==> src/rtl/tt_um_divider_recomposer_if.sv <==
// Operand/result bundle for the divider recomposer.
// master: the requester (drives operands and start, reads results)
// slave:  the recomposer itself
interface tt_um_divider_recomposer_if #(
    parameter int WIDTH = 8
);
    logic                 start;
    logic [WIDTH-1:0]     quotient;
    logic [WIDTH-1:0]     divisor;
    logic [WIDTH-1:0]     remainder;
    logic [WIDTH-1:0]     expected;
    logic                 busy;
    logic                 done;
    logic [2*WIDTH-1:0]   result;
    logic                 overflow;
    logic                 remainder_err;
    logic                 match;

    modport master (
        output start, quotient, divisor, remainder, expected,
        input  busy, done, result, overflow, remainder_err, match
    );

    modport slave (
        input  start, quotient, divisor, remainder, expected,
        output busy, done, result, overflow, remainder_err, match
    );
endinterface

==> src/rtl/tt_um_divider_recomposer.sv <==
// Divider recomposer: rebuilds dividend = quotient*divisor + remainder with a
// shift-and-add multiplier (one multiplier bit per cycle), then checks the
// triple against an expected dividend. All outputs are registered.
module tt_um_divider_recomposer #(
    parameter int WIDTH = 8
) (
    input  logic                        clk,
    input  logic                        rst_n,
    tt_um_divider_recomposer_if.slave   bus
);
    localparam int CNT_W = $clog2(WIDTH + 1);

    typedef enum logic [1:0] {
        st_idle = 2'd0,
        st_calc = 2'd1,
        st_done = 2'd2
    } state_t;

    state_t               state_r;
    logic [2*WIDTH-1:0]   acc_r;
    logic [2*WIDTH-1:0]   mcand_r;
    logic [WIDTH-1:0]     mplier_r;
    logic [CNT_W-1:0]     cnt_r;
    logic [WIDTH-1:0]     exp_r;
    logic                 rem_err_r;

    logic                 busy_r;
    logic                 done_r;
    logic [2*WIDTH-1:0]   result_r;
    logic                 overflow_r;
    logic                 remainder_err_r;
    logic                 match_r;

    logic [2*WIDTH-1:0]   acc_add_s;
    logic                 last_iter_s;
    logic                 ovf_s;
    logic                 match_s;

    // Next accumulator value and the final-iteration flag computations
    always_comb begin
        acc_add_s   = acc_r;
        last_iter_s = 1'b0;
        ovf_s       = 1'b0;
        match_s     = 1'b0;
        if (mplier_r[0]) begin
            acc_add_s = acc_r + mcand_r;
        end else begin
            acc_add_s = acc_r;
        end
        last_iter_s = (cnt_r == CNT_W'(WIDTH - 1));
        ovf_s       = |acc_add_s[2*WIDTH-1:WIDTH];
        // Full-width compare, so any overflowed result can never match
        match_s     = (acc_add_s == {{WIDTH{1'b0}}, exp_r}) && !rem_err_r;
    end

    // Control FSM with datapath and registered outputs
    always_ff @(posedge clk) begin
        if (!rst_n) begin
            state_r         <= st_idle;
            acc_r           <= '0;
            mcand_r         <= '0;
            mplier_r        <= '0;
            cnt_r           <= '0;
            exp_r           <= '0;
            rem_err_r       <= 1'b0;
            busy_r          <= 1'b0;
            done_r          <= 1'b0;
            result_r        <= '0;
            overflow_r      <= 1'b0;
            remainder_err_r <= 1'b0;
            match_r         <= 1'b0;
        end else begin
            case (state_r)
                st_idle: begin
                    done_r <= 1'b0;
                    if (bus.start) begin
                        // Only the latched copies are used from here on
                        acc_r     <= {{WIDTH{1'b0}}, bus.remainder};
                        mcand_r   <= {{WIDTH{1'b0}}, bus.divisor};
                        mplier_r  <= bus.quotient;
                        cnt_r     <= '0;
                        exp_r     <= bus.expected;
                        rem_err_r <= (bus.remainder >= bus.divisor);
                        busy_r    <= 1'b1;
                        state_r   <= st_calc;
                    end else begin
                        busy_r    <= 1'b0;
                        state_r   <= st_idle;
                    end
                end
                st_calc: begin
                    acc_r    <= acc_add_s;
                    mcand_r  <= {mcand_r[2*WIDTH-2:0], 1'b0};
                    mplier_r <= {1'b0, mplier_r[WIDTH-1:1]};
                    cnt_r    <= cnt_r + CNT_W'(1);
                    if (last_iter_s) begin
                        state_r         <= st_done;
                        busy_r          <= 1'b0;
                        done_r          <= 1'b1;
                        result_r        <= acc_add_s;
                        overflow_r      <= ovf_s;
                        remainder_err_r <= rem_err_r;
                        match_r         <= match_s;
                    end else begin
                        state_r <= st_calc;
                        busy_r  <= 1'b1;
                        done_r  <= 1'b0;
                    end
                end
                st_done: begin
                    // start is ignored here; the next request is taken in idle
                    done_r  <= 1'b0;
                    busy_r  <= 1'b0;
                    state_r <= st_idle;
                end
                default: begin
                    state_r <= st_idle;
                    busy_r  <= 1'b0;
                    done_r  <= 1'b0;
                end
            endcase
        end
    end

    assign bus.busy          = busy_r;
    assign bus.done          = done_r;
    assign bus.result        = result_r;
    assign bus.overflow      = overflow_r;
    assign bus.remainder_err = remainder_err_r;
    assign bus.match         = match_r;
endmodule

==> src/flat_wrapper.sv <==
// flat-port wrapper written by rule: the top's interface ports become plain ports
module tt_um_divider_recomposer_flat 
#(
    parameter int WIDTH = 8
)
  (clk, rst_n, bus_start, bus_quotient, bus_divisor, bus_remainder, bus_expected, bus_busy, bus_done, bus_result, bus_overflow, bus_remainder_err, bus_match);
  tt_um_divider_recomposer_if #(.WIDTH(WIDTH)) bus_i ();
  input  logic clk;
  input  logic rst_n;
  input wire logic [$bits(bus_i.start)-1:0] bus_start;
  input wire logic [$bits(bus_i.quotient)-1:0] bus_quotient;
  input wire logic [$bits(bus_i.divisor)-1:0] bus_divisor;
  input wire logic [$bits(bus_i.remainder)-1:0] bus_remainder;
  input wire logic [$bits(bus_i.expected)-1:0] bus_expected;
  output wire logic [$bits(bus_i.busy)-1:0] bus_busy;
  output wire logic [$bits(bus_i.done)-1:0] bus_done;
  output wire logic [$bits(bus_i.result)-1:0] bus_result;
  output wire logic [$bits(bus_i.overflow)-1:0] bus_overflow;
  output wire logic [$bits(bus_i.remainder_err)-1:0] bus_remainder_err;
  output wire logic [$bits(bus_i.match)-1:0] bus_match;
  assign bus_i.start = bus_start;
  assign bus_i.quotient = bus_quotient;
  assign bus_i.divisor = bus_divisor;
  assign bus_i.remainder = bus_remainder;
  assign bus_i.expected = bus_expected;
  assign bus_busy = bus_i.busy;
  assign bus_done = bus_i.done;
  assign bus_result = bus_i.result;
  assign bus_overflow = bus_i.overflow;
  assign bus_remainder_err = bus_i.remainder_err;
  assign bus_match = bus_i.match;
  tt_um_divider_recomposer #(.WIDTH(WIDTH)) u_core (.clk(clk), .rst_n(rst_n), .bus(bus_i));
endmodule
==> config.mk <==
export PLATFORM = sky130hd
export DESIGN_NAME = tt_um_divider_recomposer_flat
export DESIGN_NICKNAME = d
export VERILOG_FILES = /design/src/rtl/tt_um_divider_recomposer_if.sv /design/src/rtl/tt_um_divider_recomposer.sv /design/src/flat_wrapper.sv
export SDC_FILE = /design/constraint.sdc
export NUM_CORES = 1
export LEC_CHECK = 0
export CAP_MARGIN = 10
export CORE_ASPECT_RATIO = 0.8
export CORE_UTILIZATION = 40
export CTS_CLUSTER_SIZE = 10
export DETAILED_ROUTE_END_ITERATION = 8
export DONT_BUFFER_PORTS = 1
export GPL_TIMING_DRIVEN = 0
export HOLD_SLACK_MARGIN = 0.06
export PLACE_DENSITY_LB_ADDON = 0.15
export SYNTH_ARGS = -nofsm -noshare
export SYNTH_HDL_FRONTEND = slang
export SYNTH_SLANG_ARGS = --single-unit
export TNS_END_PERCENT = 5
==> constraint.sdc <==
create_clock -name clk -period 2.9 [get_ports clk]
set_input_delay 0.29 -clock clk [delete_from_list [all_inputs] [get_ports clk]]
set_output_delay 0.29 -clock clk [all_outputs]
set_load 0.05 [all_outputs]
Word-level counts from Yosys, hierarchy flattened
Cells that the tools add are included.
{ "totals": {"reg_bits": 76, "input_bits": 35, "output_inout_bits": 21, "wordCells": 45} }
{ "classes": {"addsub": 2, "magnitude_cmp": 1, "eq_ne": 4, "n_mux": 16, "n_reduce_logical": 9} }
{ "ops": {"columns": ["operator", "count"], "rows": [
  ["16-bit one-hot mux with 2 select lines", 2],
  ["16-bit 2-to-1 mux", 3],
  ["16-bit adder", 1],
  ["16-bit by 8-bit == test with 1-bit output", 1],
  ["8-bit one-hot mux with 2 select lines", 1],
  ["8-bit >= comparator", 1],
  ["8-bit 2-to-1 mux", 1],
  ["4-bit one-hot mux with 2 select lines", 1],
  ["2-bit AND reduction", 4],
  ["8-bit OR reduction", 1],
  ["4-bit by 1-bit adder with 4-bit output, second input constant", 1],
  ["4-bit by 3-bit == test with 1-bit output, second input constant", 1],
  ["1-bit 2-to-1 mux", 4],
  ["4-bit 2-to-1 mux", 1],
  ["2-bit one-hot mux with 2 select lines", 1],
  ["2-bit by 1-bit == test with 1-bit output, second input constant", 1],
  ["2-bit logical NOT", 1],
  ["2-bit 2-to-1 mux", 1],
  ["2-bit inequality test, second input constant", 1],
  ["1-bit one-hot mux with 2 select lines", 1],
  ["2-bit nonzero test", 1],
  ["1-bit logical AND", 1],
  ["1-bit logical NOT", 1]
]} }

Depth between registers and ports, before layout
Gate-level depths: netlist of run 1.
{ "logic_depth": {"ltp_word": 4, "ltp_mapped": 10, "depth_no_buf": 10} }

Least setup slack after synthesis of run 1
OpenSTA, ideal clock, no wires.
{ "synth_timing": {"kind": "register -> register", "from": "register u_core.mcand_r[8]", "to": "register u_core.overflow_r, in the netlist u_core.bus.overflow", "setup_time_ns": 0.132, "arrival_ns": 2.521, "required_time_ns": 2.768, "path_slack_ns": 0.246, "stages_incl_launch_ff": 10, "path_buffers": 0, "synth_period_minus_slack_ns": 2.654, "path_cell_list": "dfxtp_1 > ha_1 > a21o_1 > a21o_1 > a221o_1 > or2_4 > a2111oi_4 > o311ai_2 > nor4b_4 > a21oi_1"} }
{ "synth_via": {"elab_chain_cells": 3} }
{ "synth_rtl": {"columns": ["item", "line", "text"], "rows": [
  ["from (decl)", "tt_um_divider_recomposer.sv:21", "logic [2*WIDTH-1:0] mcand_r;"],
  ["from (signal assigned)", "tt_um_divider_recomposer.sv:79", "mcand_r <= {{WIDTH{1'b0}}, bus.divisor};"],
  ["from (signal assigned)", "tt_um_divider_recomposer.sv:93", "mcand_r <= {mcand_r[2*WIDTH-2:0], 1'b0};"],
  ["16-bit adder", "tt_um_divider_recomposer.sv:46", "acc_add_s = acc_r + mcand_r;"],
  ["16-bit 2-to-1 mux", "tt_um_divider_recomposer.sv:45", "if (mplier_r[0]) begin"],
  ["8-bit OR reduction", "tt_um_divider_recomposer.sv:51", "ovf_s = |acc_add_s[2*WIDTH-1:WIDTH];"],
  ["to (signal assigned)", "tt_um_divider_recomposer.sv:101", "overflow_r <= ovf_s;"],
  ["to (decl)", "tt_um_divider_recomposer.sv:30", "logic overflow_r;"]
]} }
No other way between the ends.
A chain may end at the register's enable or synchronous reset.

Final worst setup path of run 1
{ "layout_timing": {"from": "register u_core.acc_r[6]", "to": "register u_core.match_r, in the netlist u_core.bus.match"} }
{ "layout_via": {"elab_chain_cells": 4} }
{ "layout_rtl": {"columns": ["item", "line", "text"], "rows": [
  ["from (decl)", "tt_um_divider_recomposer.sv:20", "logic [2*WIDTH-1:0] acc_r;"],
  ["from (signal assigned)", "tt_um_divider_recomposer.sv:78", "acc_r <= {{WIDTH{1'b0}}, bus.remainder};"],
  ["from (signal assigned)", "tt_um_divider_recomposer.sv:92", "acc_r <= acc_add_s;"],
  ["16-bit adder", "tt_um_divider_recomposer.sv:46", null],
  ["16-bit 2-to-1 mux (*)", "tt_um_divider_recomposer.sv:45", null],
  ["16-bit by 8-bit == test with 1-bit output (*)", "tt_um_divider_recomposer.sv:53", "match_s = (acc_add_s == {{WIDTH{1'b0}}, exp_r}) && !rem_err_r;"],
  ["1-bit logical AND (*)", "tt_um_divider_recomposer.sv:53", null],
  ["to (signal assigned)", "tt_um_divider_recomposer.sv:103", "match_r <= match_s;"],
  ["to (decl)", "tt_um_divider_recomposer.sv:32", "logic match_r;"]
]} }
Every way passes the cells marked *; elsewhere a longest branch is shown, timed or not.

==> out/metrics.yaml, run 1 <==
place:
  port_buffers: 0
  gp_congestion: 0.8466
  pre_cts_slack_ns: -0.1178
  placed_area_sq_mm: 0.004503
  dp_cells: 646
  hpwlAfterDp_um: 9007
timing:
  clock_skew_ns: 0.006225
  rsz0062_at_grt: "no"
  final.setup.tns_ns: 0
  final.setup.worst_slack_ns: 0.1096
  tightest_slew_ns: 0.7444
  finalMaxSlewViolations: 0
  period_minus_slack_ns: 2.790
  setup_viol: 0
  hold_violations: 0
  max_freq_mhz: 358.4
  maxSlewHeadroom: 0.5019
  period_share: 0.9622
synth:
  syn-cell-area_sq_mm: 0.004328
  ys_types: 51
  yosys_warnings: 0
  synth_most_common_cell: "dfxtp_1"
  synth_edf_count: 0
  synth_fp_nets: 566
  yosysTopAreaCell: "dfxtp_1"
  ys_async_sr_fraction: 0
  ys_ff_latch: 75
  synth_top_flop_cell: "dfxtp_1"
  synth_top_cell_area_share: 0.3469
  syn_area_per_cell_sq_um: 8.553
  synth_cells: 506
  synth_seq_area_share: 0.3469
  synthTopCellsByArea: "dfxtp_1 35%, ha_1 6.9%, nor2b_1 5.6%"
  synth_common_cells: "75 x dfxtp_1, 51 x nand2_1, 41 x nor2_1"
clocking:
  cts_buffer_depth: 2
  clock_latency_ns: 0.35
  ctsHoldBuffers: 0
  cts_buffers: 9
  cts_tree: "built"
  ctsHtreeMaxLevel: 3
  clkTransAtPathRegs_ns: 0.07
  cts.sinks: 75
  clock-root-buffer: "clkbuf_16"
power:
  clockPowerShare: 0.425
  p_switching_mw: 0.7750
  p_per_area_mw_per_mm2: 535.0
  peakVddDrop_uv: 261.7
  power.leakage_nw: 2.064
  pwr-share-comb: 0.150
  swShare: 0.2951
  p_int_mw: 1.851
  seqPwrFrac: 0.425
worst_setup_path:
  worstPathArrival_ns: 3.08
  critPathMaxStageDelay_ns: 0.40
  path_max_fanout: 10
  endpoint_kind: "flip-flop"
  crit_chain: "ha_2 > a21o_1 > a221o_1 > or2_4 > a2111oi_4 > o311ai_4 > nor4b_4 > a32o_1"
  cpMaxStageDelayCell: "a2111oi_4"
  path_class: "reg2reg"
  ff2ff_path_depth: 8
  crit_path_start_kind: "flip-flop"
  cp.required_ns: 3.19
grt:
  grt_usage: 0.2311
  overflow: 0
  antenna_found_initial: 0
  grt_pass1_vias: 3674
  grt_pass1_wl_um: 19740
  grt_max_degree: 16
die:
  die_x_um: 118.3
  die_h_um: 95.04
  coreArea_sq_mm: 0.01036
  die_area_sq_mm: 0.01124
  io_pins: 56
  rows: 33
  initial_utilization: 0.4176
routing:
  drc_errors: 0
  dr.pass1.iters: 5
  drtIter0Drc: 317
  vias: 3786
  vias_per_cell: 5.710
  wirelength_um: 12190
  wire_per_inst_um: 18.38
  antenna_left: 0
min_path:
  hp-class: "in2reg"
  worstHoldPathCells: 1
finish:
  fin_nets: 578
  n_fill_cell: 989
  fin_cells: 663
  antenna_cells: 0
  fin_util: 0.4737
  area_delta_synth_final_pct: 13.44
  drive_above_1_share: 0.1243
  fin_area_sq_mm: 0.004910
run:
  max-cap-violations: 0
outcome:
  status: "completed"
## kinds of logic after synthesis
group           share of synthesized area
mux                               0.02602
flops                              0.3469
xor+xnor                          0.04452
compound gates                     0.2616
simple gates                       0.2087
fa+ha+maj                         0.07401
buf+inv                           0.03816
## routing by layer
layer	global-route usage	share of wire	up-vias
met5	0	0	-
met4	0.06624	0.012	0
met3	0.05742	0.063	12
met2	0.3534	0.43	95
met1	0.3218	0.50	1827
li1	-	-	1852
## placed cells by master, fill, tap and decap left out, types with 3 or more instances in the layout
master,instances
dfxtp_1,70
nand2_1,51
nor2_1,41
nor2b_1,39
clkbuf_1,31
a21oi_1,28
a22oi_1,23
ha_1,20
o21ai_0,19
o221a_2,17
xnor2_1,14
inv_1,11
a21boi_0,11
a21o_1,11
and2_1,10
nand4_1,9
mux2i_1,9
o211a_1,9
clkbuf_16,9
xor2_1,8
o211ai_1,5
a21oi_2,5
nor3b_1,5
nand2b_1,4
nand3_1,4
o21a_1,4
nor3_1,3
a31oi_1,3
ha_2,3
dfxtp_2,3
## power groups by stage
stage / clock, mW / combinational, mW / sequential (mW)
floorplan: 0 / 0.286 / 1.12
global placement: 0 / 0.369 / 1.14
detailed placement: 0 / 0.374 / 1.14
CTS: 1.13 / 0.379 / 1.12
global route: 1.17 / 0.437 / 1.12
finish: 1.12 / 0.395 / 1.12
## cell type report
class	count	area, sq um	area share
buffer	32	120.1	0.02446
clock inverter	6	56.30	0.01147
sequential	75	1513	0.3081
clock buffer	10	239.0	0.04867
inverter	11	41.29	0.008410
timing repair buffer	2	15.01	0.003058
multi-input combinational	387	2750	0.5601
tap	140	175.2	0.03568
## flip-flops by register name, summed over array words and instances (netlist names)
name                      flops
u_core.acc_r                 16
u_core.bus.done               1
u_core.bus.match              1
u_core.bus.overflow           1
u_core.bus.remainder_err      1
u_core.bus.result            16
u_core.cnt_r                  4
u_core.exp_r                  8
u_core.mcand_r               16
u_core.mplier_r               8
u_core.rem_err_r              1
u_core.state_r                2
## critical path, delay by kind of cell (launching register included)
kind,cells,cell delay [ns]
AND/OR/NAND/NOR,2,0.63
adder cells (fa/ha/maj),1,0.37
AO/OA/AOI/OAI,5,1.34
flip-flops,1,0.39
## repair_timing
| item | CTS | global route |
|---|---|---|
| endpoints found under the setup margin | 2 | 3 |
| gates resized for setup | 8 | 20 |
| setup buffers | 1 | 1 |
| endpoints found under the hold margin | 0 | 0 |
| pin swaps | 2 | 7 |
| gates cloned | 0 | 0 |
## through the flow
stage | hold WS (ns) | power (mW)
after floorplan | 0.4262 | 1.409
after global placement | 0.4345 | 1.506
after detailed placement | 0.4362 | 1.512
after CTS | 0.07061 | 2.623
after global routing | 0.07667 | 2.732
final | 0.07683 | 2.626
## worst paths after layout
check        slack (ns)                            end                         start
max reg2reg        0.11  u_core.bus.match$_SDFFE_PN0P_  u_core.acc_r[6]$_SDFFE_PN0P_
min                0.08   u_core.state_r[1]$_SDFF_PN0_                         rst_n
min reg2reg        0.48   u_core.exp_r[0]$_SDFFE_PN0P_  u_core.exp_r[0]$_SDFFE_PN0P_
max                0.11  u_core.bus.match$_SDFFE_PN0P_  u_core.acc_r[6]$_SDFFE_PN0P_
(Power assumes the default switching activity.)
==> run 2: changes to the inputs <==
- clock period: 2.9 -> 3.5 ns (I/O delays scaled with it)
==> run 2 against run 1 <==
Global-route usage is 0.20 points lower; critical endpoint is now u_core.bus.overflow$_SDFFE_PN0P_; first-iteration DRC count is 15% lower; combinational power is 20% lower; wire length shrank 1.7%; critical path type unchanged; sequential cell count unchanged; sequential share of layout area grew 0.48 points; cell count fell by 0.15%; power fell by 18%; core utilization is 1.1 points lower; worst setup slack gained 0.33 ns; design area is 2.3% lower; non-clock buffer count shrank 1.
==> out/metrics.yaml, run 2 (synthesized netlist as in run 1, its figures left out) <==
timing:
  period_minus_slack_ns: 3.058  # was 2.790 ns
  tightest_slew_ns: 0.7557  # was 0.7444 ns
  final.setup.tns_ns: 0  # unchanged
  setup_viol: 0  # unchanged
  hold_violations: 0  # unchanged
  rsz0062_at_grt: "no"  # unchanged
  maxSlewHeadroom: 0.4943  # was 0.5019
  clock_skew_ns: 0.006652  # was 0.006225 ns
  period_share: 0.8736  # was 0.9622
  max_freq_mhz: 327.0  # was 358.4 MHz
  finalMaxSlewViolations: 0  # unchanged
routing:
  routed.top_layer: "met4"  # unchanged
  wire_per_inst_um: 18.10  # was 18.38 um
  drc_errors: 0  # unchanged
  antenna_left: 0  # unchanged
  drt-met1-wl_um: 5968  # was 6054 um
  drtIter0Drc: 271  # was 317
  dr.pass1.iters: 5  # unchanged
  wirelength_um: 11980  # was 12,190 um
  vias: 3744  # was 3,786
  vias_per_cell: 5.656  # was 5.710
  wl_met2_um: 5093  # was 5218 um
  wl_met3_um: 786  # was 766 um
place:
  hpwlAfterDp_um: 9007  # unchanged
  gp_congestion: 0.8466  # unchanged
  port_buffers: 0  # unchanged
  dp_cells: 646  # unchanged
die:
  die_x_um: 118.3  # unchanged
  io_pins: 56  # unchanged
  initial_utilization: 0.4176  # unchanged
  coreArea_sq_mm: 0.01036  # unchanged
  die_h_um: 95.04  # unchanged
  rows: 33  # unchanged
  die_area_sq_mm: 0.01124  # unchanged
grt:
  grt_max_degree: 16  # unchanged
  grt_usage: 0.2291  # was 0.2311
  overflow: 0  # unchanged
  grt_pass1_wl_um: 19560  # was 19,740 um
  grt_pass1_vias: 3648  # was 3,674
  antenna_found_initial: 0  # unchanged
power:
  p_int_mw: 1.528  # was 1.851 mW
  finalPower_mw: 2.159  # was 2.626 mW
  swShare: 0.2921  # was 0.2951
  pwr-share-comb: 0.146  # was 0.150
  power.leakage_nw: 2.008  # was 2.064 nW
  p_switching_mw: 0.6305  # was 0.7750 mW
  p_per_area_mw_per_mm2: 449.9  # was 535.0 mW/mm^2
  seqPwrFrac: 0.428  # was 0.425
  peakVddDrop_uv: 216.2  # was 261.7 uV
  clockPowerShare: 0.426  # was 0.425
clocking:
  post_cts_resized: 0  # was 8
  ctsHtreeMaxLevel: 3  # unchanged
  clkTransAtPathRegs_ns: 0.07  # about the same
  post_cts_buffers: 0  # was 1
  cts_buffers: 9  # unchanged
  cts_buffer_depth: 2  # unchanged
  ctsHoldBuffers: 0  # unchanged
  clock_latency_ns: 0.34  # was 0.35 ns
  clock-root-buffer: "clkbuf_16"  # unchanged
  cts_tree: "built"  # unchanged
  cts.sinks: 75  # unchanged
worst_setup_path:
  crit_chain: "ha_1 > clkbuf_1 > a21o_1 > a221o_1 > or2_4 > a2111oi_4 > o311ai_2 > nor4b_4 > a21oi_1"  # was ha_2 > a21o_1 > a221o_1 > or2_4 > a2111oi_4 > o311ai_4 > nor4b_4 > a32o_1
  worstPathArrival_ns: 3.27  # was 3.08 ns
  cpLargestDelayFamily: "compound AO/OA/AOI/OAI gates"  # unchanged
  critPathBufInv: 1  # was 0
  cp-startpoint: "u_core.acc_r[6]$_SDFFE_PN0P_"  # unchanged
  cpMaxStageDelayCell: "dfxtp_1"  # was a2111oi_4
  path_class: "reg2reg"  # unchanged
  path_max_fanout: 10  # unchanged
  critPathMaxStageDelay_ns: 0.46  # was 0.40 ns
  crit_path_start_kind: "flip-flop"  # unchanged
  worstReg2RegStart: "u_core.acc_r[6]$_SDFFE_PN0P_"  # unchanged
  cp.required_ns: 3.71  # was 3.19 ns
  endpoint_kind: "flip-flop"  # unchanged
finish:
  drive_above_1_share: 0.08238  # was 0.1243
  area_delta_synth_final_pct: 10.87  # was 13.44%
  fin_nets: 577  # was 578
  layout_common_cells: "75 x dfxtp_1, 51 x nand2_1, 41 x nor2_1"  # was 70 x dfxtp_1, 51 x nand2_1, 41 x nor2_1
  final_common_cell: "dfxtp_1"  # unchanged
  fin_cells: 662  # was 663
  antenna_cells: 0  # unchanged
min_path:
  hp-class: "in2reg"  # unchanged
  hp-start: "rst_n"  # unchanged
outcome:
  status: "completed"  # unchanged
run:
  max-cap-violations: 0  # unchanged
==> run 2: cell type report <==
cell class / count / area, sq um
well taps: 140 / 175.2
plain buffers: 33 / 123.9
flip-flops and latches: 75 / 1501
multi-input cells: 387 / 2661
clock buffers: 10 / 239.0
clock inverters: 6 / 56.30
inverters: 11 / 41.29
fillers: 1000 / 5565
==> run 2: power groups by stage <==
stage,registers (mW),logic [mW],clock network [mW]
final,0.924,0.316,0.919
after detailed placement,0.942,0.310,0
after CTS,0.923,0.312,0.936
after global routing,0.928,0.351,0.973
after global placement,0.942,0.306,0
after floorplan,0.930,0.237,0
==> run 2: metrics by stage <==
stage / util / cell area, sq um / setup slack (ns) / hold WS [ns]
after detailed placement: 0.4345 / 4503 / 0.4822 / 0.4786
final: 0.4630 / 4798 / 0.4423 / 0.1423
after floorplan: - / 4328 / 0.8464 / 0.4548
after global routing: 0.4630 / 4798 / 0.2553 / 0.1366
after CTS: 0.4630 / 4798 / 0.4734 / 0.1306
after global placement: 0.4345 / 4503 / 0.5242 / 0.4652
==> run 2: final timing paths <==
path,end,slack [ns],cells past startpoint
worst max-delay path,u_core.bus.overflow$_SDFFE_PN0P_,0.44,9
worst min-delay path,u_core.state_r[1]$_SDFF_PN0_,0.14,1
worst max register to register,u_core.bus.overflow$_SDFFE_PN0P_,0.44,9
worst min register to register,u_core.exp_r[0]$_SDFFE_PN0P_,0.48,2
==> run 2: worst reg2reg max path, stage by stage (launching register included) <==
cell       delay, ns
dfxtp_1         0.46
ha_1            0.28
clkbuf_1        0.24
a21o_1          0.25
a221o_1         0.37
or2_4           0.28
a2111oi_4       0.31
o311ai_2        0.24
nor4b_4         0.38
a21oi_1         0.11
==> run 2: routing by layer <==
metal / global-route usage / vias to the layer above
met1: 0.3200 / 1780
met3: 0.05742 / 12
li1: - / 1854
met2: 0.3485 / 98
met4: 0.06624 / 0
met5: 0 / -
